## config.mk

```make
export PLATFORM = sky130hd
export DESIGN_NAME = barrett_reduce_pipe
export DESIGN_NICKNAME = d
export VERILOG_FILES = /design/src/rtl/barrett_pkg.sv /design/src/rtl/barrett_csub.sv /design/src/rtl/barrett_reduce_pipe.sv
export SDC_FILE = /design/constraint.sdc
export NUM_CORES = 1
export LEC_CHECK = 0
export BUFFER_PORTS_ARGS = -buffer_cell sky130_fd_sc_hd__buf_2
export CAP_MARGIN = 5
export CORE_AREA = 2 2 166 168
export CTS_BUF_LIST = sky130_fd_sc_hd__clkbuf_2 sky130_fd_sc_hd__clkbuf_4 sky130_fd_sc_hd__clkbuf_8
export DETAILED_ROUTE_END_ITERATION = 7
export DIE_AREA = 0 0 168 170
export PLACE_DENSITY = 0.76
export SETUP_SLACK_MARGIN = 0.05
export SYNTH_ARGS = -nofsm -noshare
export SYNTH_HDL_FRONTEND = slang
export SYNTH_HIERARCHICAL = 1
export SYNTH_SLANG_ARGS = --single-unit
```

## constraint.sdc

```tcl
create_clock -name clk -period 17.91 [get_ports clk]
set_input_delay 5.373 -clock clk [delete_from_list [all_inputs] [get_ports clk]]
set_output_delay 5.373 -clock clk [all_outputs]
set_load 0.03 [all_outputs]
```

## src/rtl/barrett_pkg.sv

```systemverilog
// Shared helpers for the pipelined Barrett reducer: reduction constant and
// result width, both evaluated at elaboration time from the modulus.
package barrett_pkg;

  // Barrett multiplier M = floor(2^k / q); wide enough for any practical k.
  function automatic logic [127:0] barrett_m(input int unsigned q, input int unsigned k);
    return (128'd1 << k) / 128'(q);
  endfunction

  // Number of bits needed to hold a residue in [0, q-1].
  function automatic int barrett_out_w(input int unsigned q);
    return $clog2(q);
  endfunction

endpackage

```

## src/rtl/barrett_csub.sv

```systemverilog
// Final reduction stage: registered conditional subtract taking a partial
// remainder in [0, 2Q) to the canonical range [0, Q).
// Optional tag sideband under BARRETT_TAG_EN.
module barrett_csub #(
  parameter int Q     = 3329,
  parameter int OUT_W = 12
`ifdef BARRETT_TAG_EN
  , parameter int TAG_W = 8
`endif
) (
  input  logic             clk,
  input  logic             rst,
  input  logic             adv,
  input  logic             in_valid,
  input  logic [OUT_W:0]   in_r,
`ifdef BARRETT_TAG_EN
  input  logic [TAG_W-1:0] in_tag,
  output logic [TAG_W-1:0] out_tag,
`endif
  output logic             out_valid,
  output logic [OUT_W-1:0] out_data
);

  localparam int              R_W = OUT_W + 1;
  localparam logic [R_W-1:0]  Q_R = R_W'(Q);

  // Output register: subtract Q once when needed, hold while the sink stalls.
  always_ff @(posedge clk) begin
    if (rst) begin
      out_valid <= 1'b0;
      out_data  <= '0;
`ifdef BARRETT_TAG_EN
      out_tag   <= '0;
`endif
    end else if (adv) begin
      out_valid <= in_valid;
      out_data  <= (in_r >= Q_R) ? OUT_W'(in_r - Q_R) : OUT_W'(in_r);
`ifdef BARRETT_TAG_EN
      out_tag   <= in_tag;
`endif
    end
  end

endmodule

```

## src/rtl/barrett_reduce_pipe.sv

```systemverilog
// Four-stage pipelined Barrett reducer: out_data = in_data mod Q.
// S1 captures x, S2 forms the quotient estimate t, S3 the partial remainder
// on the low OUT_W+1 bits, S4 (barrett_csub) the final correction.
// The whole pipe advances together whenever the output slot is free or
// being drained, so one result per cycle flows when unstalled.
// Optional feature macro: BARRETT_TAG_EN adds an in_tag/out_tag sideband
// that travels in lock-step with its data word.
module barrett_reduce_pipe
  import barrett_pkg::*;
#(
  parameter  int Q     = 3329,
  parameter  int IN_W  = 32,
  parameter  int K     = IN_W,
  parameter  int TAG_W = 8,
  localparam int OUT_W = barrett_out_w(Q)
) (
  input  logic             clk,
  input  logic             rst,
  input  logic             in_valid,
  output logic             in_ready,
  input  logic [IN_W-1:0]  in_data,
`ifdef BARRETT_TAG_EN
  input  logic [TAG_W-1:0] in_tag,
  output logic [TAG_W-1:0] out_tag,
`endif
  output logic             out_valid,
  input  logic             out_ready,
  output logic [OUT_W-1:0] out_data
);

  localparam logic [127:0]    M_FULL = barrett_m(Q, K);
  localparam int              M_W    = $clog2(M_FULL + 128'd1);
  localparam logic [M_W-1:0]  M      = M_W'(M_FULL);
  localparam int              P_W    = IN_W + M_W;
  localparam int              T_W    = IN_W - OUT_W + 1;
  localparam int              R_W    = OUT_W + 1;
  localparam logic [R_W-1:0]  Q_R    = R_W'(Q);

  // Reject configurations where a single correction is not guaranteed.
  generate
    if (K < IN_W || (Q % 2) == 0 || Q < 3 ||
        64'(Q) >= (64'd1 << (IN_W - 1)) || TAG_W < 1) begin : g_bad_cfg
      $error("barrett_reduce_pipe: illegal Q/IN_W/K/TAG_W combination");
    end
  endgenerate

  logic             adv;
  logic             v1, v2, v3;
  logic [IN_W-1:0]  x1;
  logic [R_W-1:0]   x2;
  logic [T_W-1:0]   t2;
  logic [R_W-1:0]   r3;
  logic [P_W-1:0]   prod;

  // Only the output slot can block; everything upstream moves with it.
  assign adv      = ~out_valid | out_ready;
  assign in_ready = adv;

  // Quotient estimate; t < 2^T_W because x < 2^IN_W and Q >= 2^(OUT_W-1).
  assign prod = P_W'(x1) * P_W'(M);

  // Stages S1..S3: shift on advance, hold otherwise; invalid slots ride along as bubbles.
  always_ff @(posedge clk) begin
    // NOTE: every register here is assigned with <= so all stages sample the
    // previous cycle's values; a blocking = would let a word skip stages.
    if (rst) begin
      // NOTE: datapath registers are cleared too, not only the valids, so that
      // the outputs read zero after reset and simulation never carries X.
      v1 <= 1'b0;
      v2 <= 1'b0;
      v3 <= 1'b0;
      x1 <= '0;
      x2 <= '0;
      t2 <= '0;
      r3 <= '0;
    end else if (adv) begin
      v1 <= in_valid;
      x1 <= in_data;
      v2 <= v1;
      x2 <= R_W'(x1);
      t2 <= T_W'(prod >> K);
      v3 <= v2;
      // r = x - t*Q lies in [0, 2Q), so OUT_W+1 low bits are exact.
      r3 <= x2 - R_W'(t2) * Q_R;
    end
  end

`ifdef BARRETT_TAG_EN
  logic [TAG_W-1:0] tag1, tag2, tag3;

  // Tag sideband mirrors the data stages exactly.
  always_ff @(posedge clk) begin
    if (rst) begin
      tag1 <= '0;
      tag2 <= '0;
      tag3 <= '0;
    end else if (adv) begin
      tag1 <= in_tag;
      tag2 <= tag1;
      tag3 <= tag2;
    end
  end
`endif

  barrett_csub #(
    .Q     (Q),
    .OUT_W (OUT_W)
`ifdef BARRETT_TAG_EN
    , .TAG_W (TAG_W)
`endif
  ) u_csub (
    .clk       (clk),
    .rst       (rst),
    .adv       (adv),
    .in_valid  (v3),
    .in_r      (r3),
`ifdef BARRETT_TAG_EN
    .in_tag    (tag3),
    .out_tag   (out_tag),
`endif
    .out_valid (out_valid),
    .out_data  (out_data)
  );

endmodule

```

-- Word-level counts from Yosys, hierarchy flattened
Cells that the tools add are included.
- bits in registers: 87
- output and inout bits: 14
- logic and storage cells: 17
- add/subtract/negate cells: 2
- multiply operators: 2
- order comparisons: 1
- muxes and demuxes: 1
- bitwise logic cells: 2
- operator list (operator ; number):
    multiplier 32 x 21 -> 45 bit (second input constant) ; 1
    >= comparator 13 x 12 -> 1 bit (second input constant) ; 1
    multiplier 13 x 12 -> 13 bit (second input constant) ; 1
    subtractor 13 bit ; 1
    two-way mux 12 bit ; 1
    subtractor 12 bit (second input constant) ; 1
    NOT 1 bit ; 1
    OR 1 bit ; 1

-- Logic depth before layout (Yosys ltp)
Gate-level depths: netlist of run 1.
- word-level depth: 2
- gate-level depth with buffers: 23
- mapped depth without buffers: 22

-- Cells and area by module
Netlist of run 1, hierarchy kept.
- by module, submodules not included (module ; times used ; cells each ; area an instance (um^2)):
    barrett_reduce_pipe ; 1 ; 1473 ; 14722.9
    barrett_csub ; 1 ; 103 ; 867.1

-- Worst setup path before layout of run 1
OpenSTA, ideal clock, no wires.
- kind: input port to output port
- start: input port out_ready
- end: output port in_ready
- arrival time: 6312 ps
- data required time: 12537 ps
- path slack: 6225 ps
- cell stages on the path: 4
- buffers on the path: 2
- path through: nor2b_1 -> inv_1 -> clkbuf_1 -> clkbuf_1
- longest elaborated chain between the ends: 1
- RTL lines (element ; RTL line ; text):
    start: declaration ; barrett_reduce_pipe.sv:27 ; input logic out_ready,
    OR 1 bit ; barrett_reduce_pipe.sv:56 ; assign adv = ~out_valid | out_ready;
    end: declaration ; barrett_reduce_pipe.sv:20 ; output logic in_ready,
Every way passes these cells.

-- Worst setup path in the final report of run 1
Ends and elaborated chain as after synthesis.

==> results.md, run 1 <==
* Fin Setup TNS at 0 ns
* Nets at 2195
* Dpl hpwl at 31700 µm
* Final setup vio count at 0
* Antenna cells at 0
* First-pass GRT wire length at 61700 µm
* Syn. warnings at 6
* Reg2Reg Setup Slack at 11.06 ns
* DR vias at 11000
* Commonest cells after routing, fill and taps aside: 376 x inv_1, 307 x fa_1, 245 x ha_1
* Worst Reg-to-Reg Cells at 22
* Worst Setup End Kind: primary output
* R2R Path End: t2[12]
* Clk buf depth at 2
* Sequential share of the synthesized area at 0.112
* All-Layer GR Usage at 0.282
* Worst hold path class: flip-flop to flip-flop
* Clock sinks at 87
* Post-synth top area share at 0.394
* Die area at 28600 µm²
* Post-synth EDFFs at 0
* Die Span Y at 170 µm
* CORE AREA at 26700 µm²
* WL per Instance at 18.9 µm
* # IOs at 50
* Final min period at 11.92 ns
* Worst hold margin at 0.460 ns
* Area growth, synth to finish at 4.84%
* Worst Setup Start Kind: primary input
* Worst Tran Pin Value at 1.01 ns
* Starting Density at 0.585
* Hold_buf cts at 0
* Cell repeated most along the worst path: buf_2
* Clk_lat worst skew at 0.38 ns
* Most common cell after layout, fill and taps aside: inv_1
* Final slew viol count at 0
* # rows at 60
* Layout cells sized above 1 at 0.0546
* Port Buf Inserts at 49
* Overflow after GRT at 0
* FF+latch area at 1740 µm²
* Worst EP required at 12.54 ns
* Fillers at 2209
* Min-delay src: v1
* Delay-heaviest family, CP: buffers and inverters
* Fraction of registers with async set/reset at 0
* Outcome: finished, final reports clean
* Period utilization at 0.665
* Hold path depth at 2
* Crit path cell chain: buf_2, nor2b_4, buf_4, clkinv_2, buf_2
* Synthesized Nets at 2164
* Clock transition at the registers of the reported paths at 0.09 ns
* Crit-path max FO at 75
* Main flop type after synthesis: dfxtp_1
* Post-synth design cell area at 15600 µm²
* Pre-Repair DR Iteration Count at 5
* Postcts setup bufs at 0
* CTS tree: yes
* Largest net degree at the start of global routing at 105
* Vias in the first global route at 11900
* Mapped Cells at 1576
* Critical path type: primary input to primary output
* RSZ-0062 raised after global routing: false
* Final Skew at 0.0138 ns
* Final Hold Fails at 0
* Total Wirelength at 36900 µm
* Synth unique cells at 68
* Die X-Extent at 168 µm
* Slew headroom at 0.326
* CTS Buf Count at 9
* RR Startpoint: x1[22]
* Synth area leader: fa_1
* Placer Congestion at 0.964
* Crit path arrival time at 6.54 ns
* Worst Path Buf+Inv at 4
* Multi-input combinational cell area at 12300 µm²
* CTS root buf: clkbuf_8
* DR iter-0 viols at 660
* Drt drc at 0
* #FFs+latches synth at 87
* CP max stage cell: buf_4
* Hold Path Sink: v1
* Via-per-instance ratio at 5.61
* Initial antenna violation count at 0
* Fmax at 83.9 MHz
* Max Cap Viol at 0
* Largest stage delay, worst path at 0.59 ns
* Leading post-synthesis cells by cell area: fa_1 39%, ha_1 20%, dfxtp_1 11%
* Cts repair resizes at 0
* H-tree depth at 3
* Syn Area/Cell at 9.89 µm²
* Post-route ant nets at 0
routing by layer:
| layer | global-route usage | up-vias | share of wire |
|---|---|---|---|
| li1 | - | 5050 | - |
| met1 | 0.369 | 5446 | 0.41 |
| met2 | 0.469 | 353 | 0.48 |
| met3 | 0.0437 | 110 | 0.059 |
| met4 | 0.127 | 0 | 0.052 |
| met5 | 0 | - | 0 |
synthesized netlist by cell type, types with 5 or more instances:
master      n
a211oi_1   17
a21o_1     12
a21oi_1    99
a31oi_1     6
and3_1      7
clkbuf_1   23
dfxtp_1    87
fa_1      307
ha_1      245
inv_1     377
nand2_1   141
nand2b_1    5
nand3_1    15
nand4_1     5
nor2_1     32
nor3_1     11
nor3b_1     5
nor4_1      5
o211ai_1    7
o21a_1      7
o21ai_0    18
o21ai_1     9
or3_1       7
xnor2_1    35
xor2_1     16
how the worst max path moves through the flow:
stage,start,endpoint,slack [ns],depth (start not counted)
CTS,out_ready,in_ready,6.00,5
detailed placement,out_ready,in_ready,6.00,5
global route,out_ready,in_ready,5.87,5
global placement,out_ready,in_ready,6.02,5
floorplan,out_ready,in_ready,6.23,4
finish,out_ready,in_ready,5.99,5
metrics by stage:
stage | worst slack, ns | instance area, µm² | std cells | utilization
floorplan | 6.23 | 15600 | 1576 | -
global placement | 6.02 | 16100 | 1937 | 0.606
detailed placement | 6.00 | 16100 | 1937 | 0.606
CTS | 6.00 | 16300 | 1953 | 0.613
global route | 5.87 | 16300 | 1953 | 0.613
finish | 5.99 | 16300 | 1953 | 0.613
cells by family (layout without fill, tap and decap cells):
kind of cell / Yosys count / count (layout) / share of synthesized area
AO/OA/AOI/OAI: 215 / 215 / 0.0891
buffers and inverters: 410 / 446 / 0.101
AND/OR/NAND/NOR: 258 / 258 / 0.0771
flip-flops: 87 / 87 / 0.112
adder cells (fa/ha/maj): 552 / 552 / 0.591
multiplexers: 3 / 3 / 0.00193
XOR/XNOR: 51 / 51 / 0.0287
worst register-to-register path, delay by kind of cell (launching register included):
| kind | cells | cell delay [ns] |
|---|---|---|
| fa+ha+maj | 8 | 3.92 |
| compound gates | 7 | 1.40 |
| simple gates | 1 | 0.25 |
| buf+inv | 6 | 0.52 |
| flops | 1 | 0.65 |
cell type report:
cell class,count,share of cell area
Timing Repair Buffer,52,0.0164
Sequential cell,87,0.107
Inverter,378,0.0869
Clock buffer,12,0.00896
Clock inverter,4,0.00337
Multi-Input combinational cell,1079,0.752
Tap cell,341,0.0261
flip-flops by register name, summed over array words and instances (netlist names):
name and cells:
r3 13, t2 13, u_csub/out_data 12, u_csub/out_valid 1, v1 1, v2 1
v3 1, x1 32, x2 13
Power of run 1 is not shown: default switching activity piles up to over one toggle a cycle in this logic, so the estimate is an artifact.
==> run 2, diff against run 1 <==
==> constraint.sdc (replaced) <==
create_clock -name clk -period 11.7 [get_ports clk]
set_input_delay 3.51 -clock clk [delete_from_list [all_inputs] [get_ports clk]]
set_output_delay 3.51 -clock clk [all_outputs]
set_load 0.03 [all_outputs]
==> run 2 against run 1 <==
Effect of this change: die area unchanged; core utilization decreased by 0.11 points; worst setup slack worse by 2.5 ns; final cell count stayed put; critical endpoint unchanged; clock skew is 0.0024 ns lower; cell area fell by 0.18%; routed wire length is essentially flat.
==> results.md, run 2 (same netlist as run 1, synthesis figures left out) <==
* Final setup vio count at 0 (unchanged)
* Final slew viol count at 0 (unchanged)
* Commonest cells after routing, fill and taps aside: 376 x inv_1, 307 x fa_1, 245 x ha_1
* CTS Buf Count at 9 (unchanged)
* Crit path arrival time at 4.69 ns (-1.85 ns)
* Area growth, synth to finish at 4.65%
* Final min period at 8.20 ns
* CTS root buf: clkbuf_8
* Total Wirelength at 36900 µm (about the same)
* Final Hold Fails at 0 (unchanged)
* Largest net degree at the start of global routing at 105 (unchanged)
* CP max stage cell: buf_4
* # IOs at 50 (unchanged)
* Antenna cells at 0 (unchanged)
* Fillers at 2208 (-0.045%)
* All-Layer GR Usage at 0.281 (-0.00145)
* Worst Setup End Kind: primary output
* Clock transition at the registers of the reported paths at 0.08 ns (about the same)
* DR iter-0 viols at 572 (-13%)
* Vias in the first global route at 11900 (-0.23%)
* CTS tree: yes
* Layout cells sized above 1 at 0.0546 (unchanged)
* Worst Setup Start Kind: primary input
* Post-route ant nets at 0 (unchanged)
* Starting Density at 0.585 (unchanged)
* Clock sinks at 87 (unchanged)
* Crit-path max FO at 75 (unchanged)
* Worst Tran Pin Value at 0.996 ns (-0.0152 ns)
* Cts repair resizes at 0 (unchanged)
* Via-per-instance ratio at 5.52 (-1.6%)
* First-pass GRT wire length at 61700 µm (+0.11%)
* # rows at 60 (unchanged)
* Biggest register: x1
* DR vias at 10800 (-1.6%)
* Max reg flops at 32 (unchanged)
* H-tree depth at 3 (unchanged)
* WL per Instance at 18.9 µm (about the same)
* Die area at 28600 µm² (unchanged)
* Clk buf depth at 2 (unchanged)
* Die X-Extent at 168 µm (unchanged)
* Overflow after GRT at 0 (unchanged)
* Die Span Y at 170 µm (unchanged)
* Fin Setup TNS at 0 ns (unchanged)
* Dpl hpwl at 31700 µm (+0.16%)
* Slew headroom at 0.336 (+0.0101)
* Crit path cell chain: buf_2, nor2b_4, buf_4, clkinv_2, buf_2
* Hold_buf cts at 0 (unchanged)
* Nets at 2195 (unchanged)
* Placer Congestion at 0.968 (+0.45%)
* Outcome: finished, final reports clean
* Largest stage delay, worst path at 0.59 ns (about the same)
* Drt drc at 0 (unchanged)
* Period utilization at 0.701
* CORE AREA at 26700 µm² (unchanged)
* Postcts setup bufs at 0 (unchanged)
* Max Cap Viol at 0 (unchanged)
* Fmax at 122 MHz
* Most common cell after layout, fill and taps aside: inv_1
* Worst EP required at 8.19 ns (-4.35 ns)
* Cell repeated most along the worst path: buf_2
* Final Skew at 0.0114 ns (-0.00238 ns)
* Clk_lat worst skew at 0.37 ns (about the same)
* Critical path type: primary input to primary output
* Worst hold path class: flip-flop to flip-flop
* Pre-Repair DR Iteration Count at 5 (unchanged)
* RSZ-0062 raised after global routing: false
* Port Buf Inserts at 49 (unchanged)
* Initial antenna violation count at 0 (unchanged)
## run 2: changes by cell type in the layout (fill, tap and decap cells not counted)
cell        change
clkinv_2        +2
clkinv_4        -1
bufinv_16       -1
clkbuf_4        -1
clkinvlp_4      +1
## run 2: path summary, 6_finish.rpt
path             start       end  slack, ns  cells after the start
max          out_ready  in_ready       3.50                      5
min                 v3        v3       0.46                      2
max reg2reg     x1[21]    t2[12]       4.93                     22
min reg2reg         v3        v3       0.46                      2
## run 2: final cells by class
type | count | area, µm² | area share
Multi-Input combinational cell | 1079 | 12300 | 0.753
Sequential cell | 87 | 1740 | 0.107
Inverter | 378 | 1420 | 0.0870
Tap cell | 341 | 427 | 0.0262
Timing Repair Buffer | 52 | 268 | 0.0164
Clock buffer | 11 | 139 | 0.00851
Clock inverter | 5 | 33.8 | 0.00207
## run 2: critical path, delay by kind of cell
family	cells	cell delay, ns
and+or+nand+nor	1	0.09
buffers and inverters	4	1.04
## run 2: per-layer routing
layer,up-vias,GRT usage,share of wire
met1,5369,0.371,0.43
li1,5044,-,-
met2,284,0.475,0.48
met4,0,0.110,0.042
met5,-,0,0
met3,88,0.0363,0.045
## run 2: metrics by stage
| stage | cells | setup WS [ns] | hold slack (ns) | area (µm²) | util |
|---|---|---|---|---|---|
| after floorplan | 1576 | 3.74 | 0.429 | 15600 | - |
| after global placement | 1937 | 3.52 | 0.438 | 16100 | 0.606 |
| after detailed placement | 1937 | 3.52 | 0.446 | 16100 | 0.606 |
| after CTS | 1953 | 3.52 | 0.464 | 16300 | 0.612 |
| after global routing | 1953 | 3.41 | 0.485 | 16300 | 0.612 |
| final | 1953 | 3.50 | 0.461 | 16300 | 0.612 |
Power of run 2 is left out for the same reason.
==> run 3, diff against run 2 <==
==> constraint.sdc (replaced) <==
create_clock -name clk -period 8 [get_ports clk]
set_input_delay 2.4 -clock clk [delete_from_list [all_inputs] [get_ports clk]]
set_output_delay 2.4 -clock clk [all_outputs]
set_load 0.03 [all_outputs]
==> run 3 against run 2 <==
Effect of this change: via count up 1.9%; routed wire length up 4.9%; core utilization up 0.14 points; die area unchanged; first-iteration DRC count up 20%.
==> results.md, run 3 (same netlist as run 1, synthesis figures left out) <==
* Placer Congestion at 1.00 (+3.6%)
* Worst EP required at 8.28 ns (+0.09 ns)
* Hold path depth at 2 (unchanged)
* Max Cap Viol at 0 (unchanged)
* Die area at 28600 µm² (unchanged)
* Area growth, synth to finish at 4.89%
* Die Span Y at 170 µm (unchanged)
* DR iter-0 viols at 686 (+20%)
* First-pass GRT wire length at 64600 µm (+4.6%)
* Final Hold Fails at 0 (unchanged)
* Clk_lat worst skew at 0.39 ns (+0.02 ns)
* DR vias at 11000 (+1.9%)
* CTS tree: yes
* Via-per-instance ratio at 5.63 (+1.9%)
* Port Buf Inserts at 49 (unchanged)
* # rows at 60 (unchanged)
* Starting Density at 0.585 (unchanged)
* Clock transition at the registers of the reported paths at 0.11 ns (+0.03 ns)
* Clock sinks at 87 (unchanged)
* Crit-path max FO at 7 (-91%)
* Fmax at 148 MHz
* Worst Reg-to-Reg Cells at 22 (unchanged)
* Largest net degree at the start of global routing at 104 (-0.95%)
* Worst Setup Start Kind: flip-flop
* Final slew viol count at 0 (unchanged)
* Period utilization at 0.843
* Antenna cells at 0 (unchanged)
* RR Startpoint: x1[22]
* Nets at 2195 (unchanged)
* Final setup vio count at 0 (unchanged)
* Cts repair resizes at 0 (unchanged)
* RSZ-0062 raised after global routing: false
* WL per Instance at 19.8 µm (+4.9%)
* Initial antenna violation count at 0 (unchanged)
* Most common cell after layout, fill and taps aside: inv_1
* Worst Setup SP: x1[22]
* Crit path arrival time at 7.02 ns (+2.33 ns)
* All-Layer GR Usage at 0.298 (+0.0167)
* Overflow after GRT at 0 (unchanged)
* Die X-Extent at 168 µm (unchanged)
* R2R Path End: t2[12]
* Clk buf depth at 2 (unchanged)
* Slew headroom at 0.340 (+0.00420)
* Postcts setup bufs at 0 (unchanged)
* Pre-Repair DR Iteration Count at 5 (unchanged)
* Max reg flops at 32 (unchanged)
* Final Skew at 0.0184 ns (+0.00699 ns)
* Total Wirelength at 38700 µm (+4.9%)
* Hold_buf cts at 0 (unchanged)
* Worst Setup End Kind: flip-flop
* Drt drc at 0 (unchanged)
* Commonest cells after routing, fill and taps aside: 376 x inv_1, 307 x fa_1, 245 x ha_1
* Biggest register: x1
* Worst Tran Pin Value at 0.990 ns (-0.00631 ns)
* # IOs at 50 (unchanged)
* Worst hold margin at 0.459 ns (-0.00191 ns)
* H-tree depth at 3 (unchanged)
* Crit path to: t2[12]
* Fin Setup TNS at 0 ns (unchanged)
* Final min period at 6.74 ns
* Worst hold path class: flip-flop to flip-flop
* CTS root buf: clkbuf_8
* Layout cells sized above 1 at 0.0546 (unchanged)
* Critical path type: flip-flop to flip-flop
* Vias in the first global route at 12100 (+1.7%)
* Reg2Reg Setup Slack at 1.26 ns (-3.67 ns)
* CORE AREA at 26700 µm² (unchanged)
* Dpl hpwl at 33700 µm (+6.2%)
* Outcome: finished, final reports clean
* CTS Buf Count at 9 (unchanged)
* Post-route ant nets at 0 (unchanged)
[run 3: cell types whose count changed in the layout (fill, tap and decap cells not counted), sizes merged]
cell / change
bufinv: +1
inv: +1
clkinvlp: -1
clkinv: -1
[run 3: stage by stage]
stage | instance area (µm²) | cells | util | setup slack [ns]
2_1_floorplan | 15600 | 1576 | - | 2.01
3_3_place_gp | 16100 | 1937 | 0.606 | 1.40
3_5_place_dp | 16100 | 1937 | 0.606 | 1.31
4_1_cts | 16400 | 1953 | 0.614 | 1.27
5_1_grt | 16400 | 1953 | 0.614 | 0.963
6_report | 16400 | 1953 | 0.614 | 1.26
[run 3: critical path, stage by stage, from the launching register on]
cell,delay [ns]
dfxtp_1,0.59
inv_1,0.17
fa_1,0.62
inv_1,0.10
fa_1,0.51
inv_1,0.06
fa_1,0.50
inv_1,0.06
fa_1,0.50
fa_1,0.43
fa_1,0.52
inv_1,0.05
fa_1,0.47
inv_1,0.04
ha_1,0.33
a21oi_2,0.25
o211ai_1,0.12
nor4_1,0.28
o21ai_1,0.18
o21bai_2,0.24
o21ai_2,0.12
a41o_1,0.25
a32o_1,0.23
[run 3: routing by layer]
| layer | routed length (µm) | global-route usage | up-vias | part of all wire |
|---|---|---|---|---|
| li1 | - | - | 5041 | - |
| met1 | 15700 | 0.381 | 5491 | 0.41 |
| met2 | 18800 | 0.505 | 358 | 0.49 |
| met3 | 2430 | 0.0516 | 98 | 0.063 |
| met4 | 1770 | 0.123 | 0 | 0.046 |
| met5 | 0 | 0 | - | 0 |
[run 3: how the worst min path moves through the flow]
| stage | slack, ns | start | to |
|---|---|---|---|
| 4_1_cts | 0.46 | v1 | v1 |
| 3_5_place_dp | 0.45 | v1 | v1 |
| 3_3_place_gp | 0.44 | x2[9] | x2[9] |
| 5_1_grt | 0.48 | v1 | v1 |
| 6_report | 0.46 | v1 | v1 |
| 2_1_floorplan | 0.43 | t2[11] | t2[11] |
[run 3: layout make-up]
cell class,count,area (µm²)
multi-input combinational,1079,12300
fill,2247,10300
sequential,87,1740
inverter,378,1420
tap,341,427
timing repair buffer,52,268
clock buffer,11,145
clock inverter,5,63.8
Power of run 3 is left out for the same reason.
